**config.mk**
```make
export PLATFORM = sky130hd
export DESIGN_NAME = cel_corner_gen
export DESIGN_NICKNAME = d
export VERILOG_FILES = /design/src/rtl/cel_pkg.sv /design/src/rtl/corner_smac.sv /design/src/rtl/cel_corner_gen.sv
export SDC_FILE = /design/constraint.sdc
export NUM_CORES = 2
export LEC_CHECK = 0
export BUFFER_PORTS_ARGS = -buffer_cell sky130_fd_sc_hd__clkbuf_2
export CORE_MARGIN = 2
export CORE_UTILIZATION = 56
export CTS_BUF_LIST = sky130_fd_sc_hd__clkbuf_16
export DETAILED_ROUTE_END_ITERATION = 8
export GPL_TIMING_DRIVEN = 1
export HOLD_SLACK_MARGIN = 0.06
export PLACE_DENSITY = 0.84
export SLEW_MARGIN = 20
export SYNTH_ARGS = -nofsm -noshare
export SYNTH_HDL_FRONTEND = slang
export SYNTH_SLANG_ARGS = --single-unit
```
**constraint.sdc**
```tcl
create_clock -name clk -period 5.9 [get_ports clk]
set_input_delay 0.295 -clock clk [delete_from_list [all_inputs] [get_ports clk]]
set_output_delay 0.295 -clock clk [all_outputs]
set_load 0.02 [all_outputs]
```
**src/rtl/cel_pkg.sv**
```systemverilog
// Shared types and constants for the cel corner generator and its serial MAC slices.
package cel_pkg;

   localparam int WH_W     = 11;
   localparam int COORD_W  = 32;
   localparam int OUT_W    = 16;
   localparam int HD_SHIFT = 4;
   localparam int CNT_W    = 4;

   typedef enum logic [1:0] {
      ST_IDLE  = 2'd0,
      ST_MUL_H = 2'd1,
      ST_MUL_W = 2'd2,
      ST_OUT   = 2'd3
   } cel_state_e;

   // 12.20 -> 16.16, arithmetic shift so negative steps round toward minus infinity
   function automatic logic [COORD_W-1:0] hd_to_16p16(input logic [COORD_W-1:0] v);
      return $signed(v) >>> HD_SHIFT;
   endfunction

endpackage

```
**src/rtl/corner_smac.sv**
```systemverilog
// Serial multiply-accumulate slice: unsigned 11-bit multiplier times 32-bit multiplicand, one bit per step, LSB first.
module corner_smac
   import cel_pkg::*;
(
   input  logic               clk,
   input  logic               reset,
   input  logic               start,
   input  logic               step,
   input  logic [CNT_W-1:0]   bit_idx,
   input  logic [WH_W-1:0]    mplier,
   input  logic [COORD_W-1:0] mcand,
   output logic [COORD_W-1:0] acc
);

   always_ff @(posedge clk) begin
      if (reset || start) begin
         acc <= '0;
      end else if (step && mplier[bit_idx]) begin
         acc <= acc + (mcand << bit_idx);
      end
   end

endmodule

```
**src/rtl/cel_corner_gen.sv**
```systemverilog
// Cel corner generator: four integer corners from origin, steps and size via serial multiplies.
// Define CORNER_HDD_EN to include the per-row hdd step increment in the far-edge corner.
//
// state    | meaning
// ST_IDLE  | waiting for a job, in_ready high
// ST_MUL_H | 11 steps forming h*vd (and h*hdd)
// ST_MUL_W | 11 steps forming w*hd and w*hdF
// ST_OUT   | first cycle loads corners, then holds until out_ready
module cel_corner_gen
   import cel_pkg::*;
(
   input  logic               clk,
   input  logic               reset,
   input  logic               in_valid,
   output logic               in_ready,
   input  logic [COORD_W-1:0] xpos,
   input  logic [COORD_W-1:0] ypos,
   input  logic [COORD_W-1:0] hdx,
   input  logic [COORD_W-1:0] hdy,
   input  logic [COORD_W-1:0] vdx,
   input  logic [COORD_W-1:0] vdy,
   input  logic [COORD_W-1:0] hddx,
   input  logic [COORD_W-1:0] hddy,
   input  logic [WH_W-1:0]    width,
   input  logic [WH_W-1:0]    height,
   input  logic               in_packed,
   output logic [OUT_W-1:0]   xpoint0,
   output logic [OUT_W-1:0]   xpoint1,
   output logic [OUT_W-1:0]   xpoint2,
   output logic [OUT_W-1:0]   xpoint3,
   output logic [OUT_W-1:0]   ypoint0,
   output logic [OUT_W-1:0]   ypoint1,
   output logic [OUT_W-1:0]   ypoint2,
   output logic [OUT_W-1:0]   ypoint3,
   output logic               out_packed,
   output logic               out_valid,
   input  logic               out_ready
);

   cel_state_e       state, state_next;
   logic [CNT_W-1:0] cnt, cnt_next;
   logic             accept, h_step, w_step, load_out, hs_done;

   logic [COORD_W-1:0] xpos_r, ypos_r, hdx_r, hdy_r, vdx_r, vdy_r;
   logic [WH_W-1:0]    w_r, h_r;
   logic               packed_r;

   logic [COORD_W-1:0] acc_h_vdx, acc_h_vdy;
   logic [COORD_W-1:0] acc_w_hdx, acc_w_hdy, acc_w_hdfx, acc_w_hdfy;
   logic [COORD_W-1:0] hdfx, hdfy;

   assign in_ready = (state == ST_IDLE);

   always_ff @(posedge clk) begin
      if (reset) begin
         state <= ST_IDLE;
         cnt   <= '0;
      end else begin
         state <= state_next;
         cnt   <= cnt_next;
      end
   end

   always_comb begin
      state_next = state;
      cnt_next   = cnt;
      accept     = 1'b0;
      h_step     = 1'b0;
      w_step     = 1'b0;
      load_out   = 1'b0;
      hs_done    = 1'b0;
      case (state)
         ST_IDLE: begin
            if (in_valid) begin
               accept     = 1'b1;
               cnt_next   = '0;
               state_next = ST_MUL_H;
            end
         end
         ST_MUL_H: begin
            h_step = 1'b1;
            if (cnt == CNT_W'(WH_W - 1)) begin
               cnt_next   = '0;
               state_next = ST_MUL_W;
            end else begin
               cnt_next = cnt + 4'd1;
            end
         end
         ST_MUL_W: begin
            w_step = 1'b1;
            if (cnt == CNT_W'(WH_W - 1)) begin
               cnt_next   = '0;
               state_next = ST_OUT;
            end else begin
               cnt_next = cnt + 4'd1;
            end
         end
         ST_OUT: begin
            if (!out_valid) begin
               load_out = 1'b1;
            end else if (out_ready) begin
               hs_done    = 1'b1;
               state_next = ST_IDLE;
            end
         end
         default: state_next = ST_IDLE;
      endcase
   end

   always_ff @(posedge clk) begin
      if (reset) begin
         xpos_r   <= '0;
         ypos_r   <= '0;
         hdx_r    <= '0;
         hdy_r    <= '0;
         vdx_r    <= '0;
         vdy_r    <= '0;
         w_r      <= '0;
         h_r      <= '0;
         packed_r <= 1'b0;
      end else if (accept) begin
         xpos_r   <= xpos;
         ypos_r   <= ypos;
         hdx_r    <= hd_to_16p16(hdx);
         hdy_r    <= hd_to_16p16(hdy);
         vdx_r    <= vdx;
         vdy_r    <= vdy;
         w_r      <= width;
         h_r      <= height;
         packed_r <= in_packed;
      end
   end

   corner_smac u_h_vdx (.clk(clk), .reset(reset), .start(accept), .step(h_step), .bit_idx(cnt),
                        .mplier(h_r), .mcand(vdx_r), .acc(acc_h_vdx));
   corner_smac u_h_vdy (.clk(clk), .reset(reset), .start(accept), .step(h_step), .bit_idx(cnt),
                        .mplier(h_r), .mcand(vdy_r), .acc(acc_h_vdy));

`ifdef CORNER_HDD_EN
   logic [COORD_W-1:0] hddx_r, hddy_r;
   logic [COORD_W-1:0] acc_h_hddx, acc_h_hddy;

   always_ff @(posedge clk) begin
      if (reset) begin
         hddx_r <= '0;
         hddy_r <= '0;
      end else if (accept) begin
         hddx_r <= hd_to_16p16(hddx);
         hddy_r <= hd_to_16p16(hddy);
      end
   end

   corner_smac u_h_hddx (.clk(clk), .reset(reset), .start(accept), .step(h_step), .bit_idx(cnt),
                         .mplier(h_r), .mcand(hddx_r), .acc(acc_h_hddx));
   corner_smac u_h_hddy (.clk(clk), .reset(reset), .start(accept), .step(h_step), .bit_idx(cnt),
                         .mplier(h_r), .mcand(hddy_r), .acc(acc_h_hddy));

   // h*hdd is final once MUL_H ends, which is before the first MUL_W step reads it
   assign hdfx = hdx_r + acc_h_hddx;
   assign hdfy = hdy_r + acc_h_hddy;
`else
   logic hdd_unused;
   assign hdd_unused = ^{hddx, hddy};
   assign hdfx       = hdx_r;
   assign hdfy       = hdy_r;
`endif

   corner_smac u_w_hdx  (.clk(clk), .reset(reset), .start(accept), .step(w_step), .bit_idx(cnt),
                         .mplier(w_r), .mcand(hdx_r), .acc(acc_w_hdx));
   corner_smac u_w_hdy  (.clk(clk), .reset(reset), .start(accept), .step(w_step), .bit_idx(cnt),
                         .mplier(w_r), .mcand(hdy_r), .acc(acc_w_hdy));
   corner_smac u_w_hdfx (.clk(clk), .reset(reset), .start(accept), .step(w_step), .bit_idx(cnt),
                         .mplier(w_r), .mcand(hdfx), .acc(acc_w_hdfx));
   corner_smac u_w_hdfy (.clk(clk), .reset(reset), .start(accept), .step(w_step), .bit_idx(cnt),
                         .mplier(w_r), .mcand(hdfy), .acc(acc_w_hdfy));

   always_ff @(posedge clk) begin
      if (reset) begin
         out_valid  <= 1'b0;
         out_packed <= 1'b0;
         xpoint0    <= '0;
         xpoint1    <= '0;
         xpoint2    <= '0;
         xpoint3    <= '0;
         ypoint0    <= '0;
         ypoint1    <= '0;
         ypoint2    <= '0;
         ypoint3    <= '0;
      end else if (load_out) begin
         out_valid  <= 1'b1;
         out_packed <= packed_r;
         xpoint0    <= xpos_r[COORD_W-1:COORD_W-OUT_W];
         ypoint0    <= ypos_r[COORD_W-1:COORD_W-OUT_W];
         xpoint1    <= OUT_W'((xpos_r + acc_w_hdx) >> (COORD_W - OUT_W));
         ypoint1    <= OUT_W'((ypos_r + acc_w_hdy) >> (COORD_W - OUT_W));
         xpoint2    <= OUT_W'((xpos_r + acc_h_vdx + acc_w_hdfx) >> (COORD_W - OUT_W));
         ypoint2    <= OUT_W'((ypos_r + acc_h_vdy + acc_w_hdfy) >> (COORD_W - OUT_W));
         xpoint3    <= OUT_W'((xpos_r + acc_h_vdx) >> (COORD_W - OUT_W));
         ypoint3    <= OUT_W'((ypos_r + acc_h_vdy) >> (COORD_W - OUT_W));
      end else if (hs_done) begin
         out_valid <= 1'b0;
      end
   end

endmodule

```
==> summary.txt <==
Synth
  • Synth Area per Inst: 7.711 um2
  • Number of flops mapped to enable cells by yosys: 0
  • Post-synthesis cell type count: 89
  • Ys async rst share: 0%
  • Warning count from the yosys run: 0
  • Synth cell count leaders: 1023 x nand2_1, 777 x a21oi_1, 535 x dfxtp_1
  • Syn Std Cell Area: 0.03953 mm2
  • Register bit count reported by yosys: 535
  • Synth Net Count: 5796
  • Leading area contributor after synthesis: dfxtp_1
  • Primary FF master, synth: dfxtp_1
  • Cells after Synth: 5126
  • Top cells by area, synth: dfxtp_1 27%, ha_1 12%, a21oi_1 9.8%, nand2_1 9.7%, mux4_2 3.7%
  • Top-area cell type share of the netlist area: 27.10%
  • Top-count cell post-synth: nand2_1
  • Register area share after synthesis: 27.10%

Routing
  • Total number of vias: 40290
  • Vias per cell: 6.187
  • First drt pass iteration count: 6
  • Iter 0 DRT Violations: 4097
  • Antenna viol nets, final: 0
  • Avg WL per Cell: 20.27 um
  • DR DRC count: 0
  • WL final: 132000 um

STA
  • Final Hold Viols: 0
  • Min Tclk post-route: 5.420 ns
  • Actual slew at the worst max-slew pin: 1.120 ns
  • F_max: 184.5 MHz
  • Fin. max-slew vios: 0
  • Relative slew margins: 25.33%
  • Setup TNS: 0 ns
  • Endpoints failing setup: 0
  • Clk_skew: 0.03139 ns
  • RSZ-0062 raised after global routing: false
  • Fin crit share: 91.87%

Die
  • Die Ht: 269.7 um
  • Core ar.: 0.06991 mm2
  • Number of top-level pins: 414
  • Horiz. Die Dim: 269.7 um
  • Die Footprint: 0.07272 mm2
  • # rows: 97
  • Initial core utilization: 56.54%

Pwr
  • Leakage: 20.56 nW
  • Peak VDD IR: 259.2 uV
  • Pwr/cell area: 318.3 mW/mm2

Job
  • # Max-Cap Violations: 0

CTS
  • Reg clk slew, reported paths: 0.07 ns
  • Total CTS buffers: 59
  • Number of setup buffers added after CTS: 0
  • CTS sink count: 535
  • H-Tree Depth: 2
  • Max clock buf depth: 3
  • CTS tree: built
  • CTS Root Cell: clkbuf_16
  • Worst skew pair latency: 0.67 ns

Final layout
  • Final Core Density: 65.86%
  • Layout cell share with drive strength beyond 1: 11.26%
  • Non-filler instance count after layout: 6513
  • Final layout net count: 6190
  • Area delta synth->final: 16.48%

Global route
  • Largest net degree at the start of global routing: 185
  • GRT overflow: 0
  • First-pass GRT wire length: 204400 um
  • Initial antenna violation count: 2
  • Vias in the first global route: 37000
  • Total GRT Usage: 34.67%

Setup path
  • Worst path required time: 6.49 ns
  • Crit Path Max Fanout: 5
  • Arrival time worst endpoint: 6.01 ns
  • Kind of critical path: flop to flop
  • Critical path's slowest cell: fa_1
  • Largest stage delay, worst path: 0.41 ns
  • Crit path capture type: flop
  • Cell Chain, Critical Path: ha_1, fa_1, a21o_1, a21oi_1, o21bai_1, a21oi_2, o2111ai_1, o211ai_1, o21ai_0, a21o_1, a21oi_1, xnor2_1, ha_1, a21o_1, a41o_1, a21oi_1, o221ai_1, a21oi_1, o21ai_0, a21oi_1, o21ai_0, xnor3_1, o21ai_1
  • Crit path launch type: flop
  • Most Frequent Cell on Critical Path: a21oi_1

Placed design
  • IO buf count: 341
  • Placed Instances: 6187
  • Detailed placement HPWL: 95570 um
  • GP Congestion: 0.9883

Min path
  • Worst Hold Class: input port to flop

Status
  • Status: completed
[layout by cell type, fill, tap and decap left out, types with 61 or more instances in the layout]
| cell | n |
|---|---|
| nand2_1 | 1020 |
| a21oi_1 | 776 |
| dfxtp_1 | 531 |
| ha_1 | 379 |
| clkbuf_2 | 340 |
| nor2_1 | 307 |
| o21ai_0 | 218 |
| dlygate4sd3_1 | 212 |
| a21o_1 | 186 |
| xnor2_1 | 145 |
| xor2_1 | 105 |
| inv_1 | 97 |
| mux2i_1 | 92 |
| nand3_1 | 78 |
| a211oi_1 | 76 |
| nor3_1 | 71 |
| mux4_2 | 65 |
| nor2b_1 | 61 |
[routing by layer]
metal  wire length (um)  global-route usage [%]  vias to the layer above
li1                   -                       -                    19230
met1              59000                   50.07                    18840
met3              12300                   5.076                      249
met2              56520                   53.01                     1977
met4               4211                   11.08                        0
met5                  0                       0                        -
[worst max-delay path: cells and delay by family, from the launching register on]
kind	cells	cell delay, ns
adders and majority gates	3	0.97
DFF	1	0.33
AOI/OAI and AO/OA	18	3.57
xor gates and xnor gates	2	0.51
[path summary, 6_finish.rpt]
| check | startpoint | to | slack [ns] | cells after the start |
|---|---|---|---|---|
| worst max-delay path | xpos_r[0] | xpoint2[15] | 0.48 | 23 |
| worst min-delay path | height[10] | h_r[10] | 0.12 | 3 |
| worst max register to register | xpos_r[0] | xpoint2[15] | 0.48 | 23 |
| worst min register to register | xpoint1[10] | xpoint1[10] | 0.45 | 2 |
[power breakdown]
group	switching, W	total [W]	internal (W)	leakage [nW]
registers	0.000473	0.00441	0.00394	4.34
clock network	0.00166	0.00398	0.00232	1.01
logic	0.00397	0.00627	0.00229	15.2
[what timing repair did]
item | in CTS | in global routing
hold endpoints to repair | 219 | 0
hold buffers | 212 | 0
gates resized for setup | 0 | 1
setup endpoints to repair | 0 | 1
[stage by stage]
step	instance area, um2	power, W	setup slack (ns)	hold WS, ns
2_1_floorplan	39530	0.008692	0.8533	0.4310
3_3_place_gp	41860	0.01026	0.4825	0.4357
3_5_place_dp	41860	0.01038	0.4923	0.4392
4_1_cts	46020	0.01444	0.4630	0.1114
5_1_grt	46030	0.01536	0.03860	0.1288
6_report	46040	0.01465	0.4798	0.1161
[cells by family (layout without fill, tap and decap cells)]
| family | count (synthesis) | in the layout | share of synthesized area (%) |
|---|---|---|---|
| AO/OA/AOI/OAI | 1632 | 1632 | 25.19 |
| XOR/XNOR | 251 | 251 | 5.597 |
| adder cells (fa/ha/maj) | 387 | 387 | 12.40 |
| buffers and inverters | 355 | 796 | 3.422 |
| flip-flops | 535 | 535 | 27.10 |
| multiplexers | 181 | 181 | 6.717 |
| other | 0 | 6 | 0 |
| AND/OR/NAND/NOR | 1785 | 1785 | 19.58 |
[cell type report]
class / count / area (um2)
Multi-Input combinational cell: 4236 / 27520
Fill cell: 5782 / 23870
Sequential cell: 535 / 10730
Timing Repair Buffer: 596 / 4212
Clock buffer: 60 / 1501
Tap cell: 940 / 1176
Clock inverter: 48 / 540.5
Inverter: 92 / 345.3
Antenna cell: 6 / 15.01
Power figures use the tool's default switching activity.
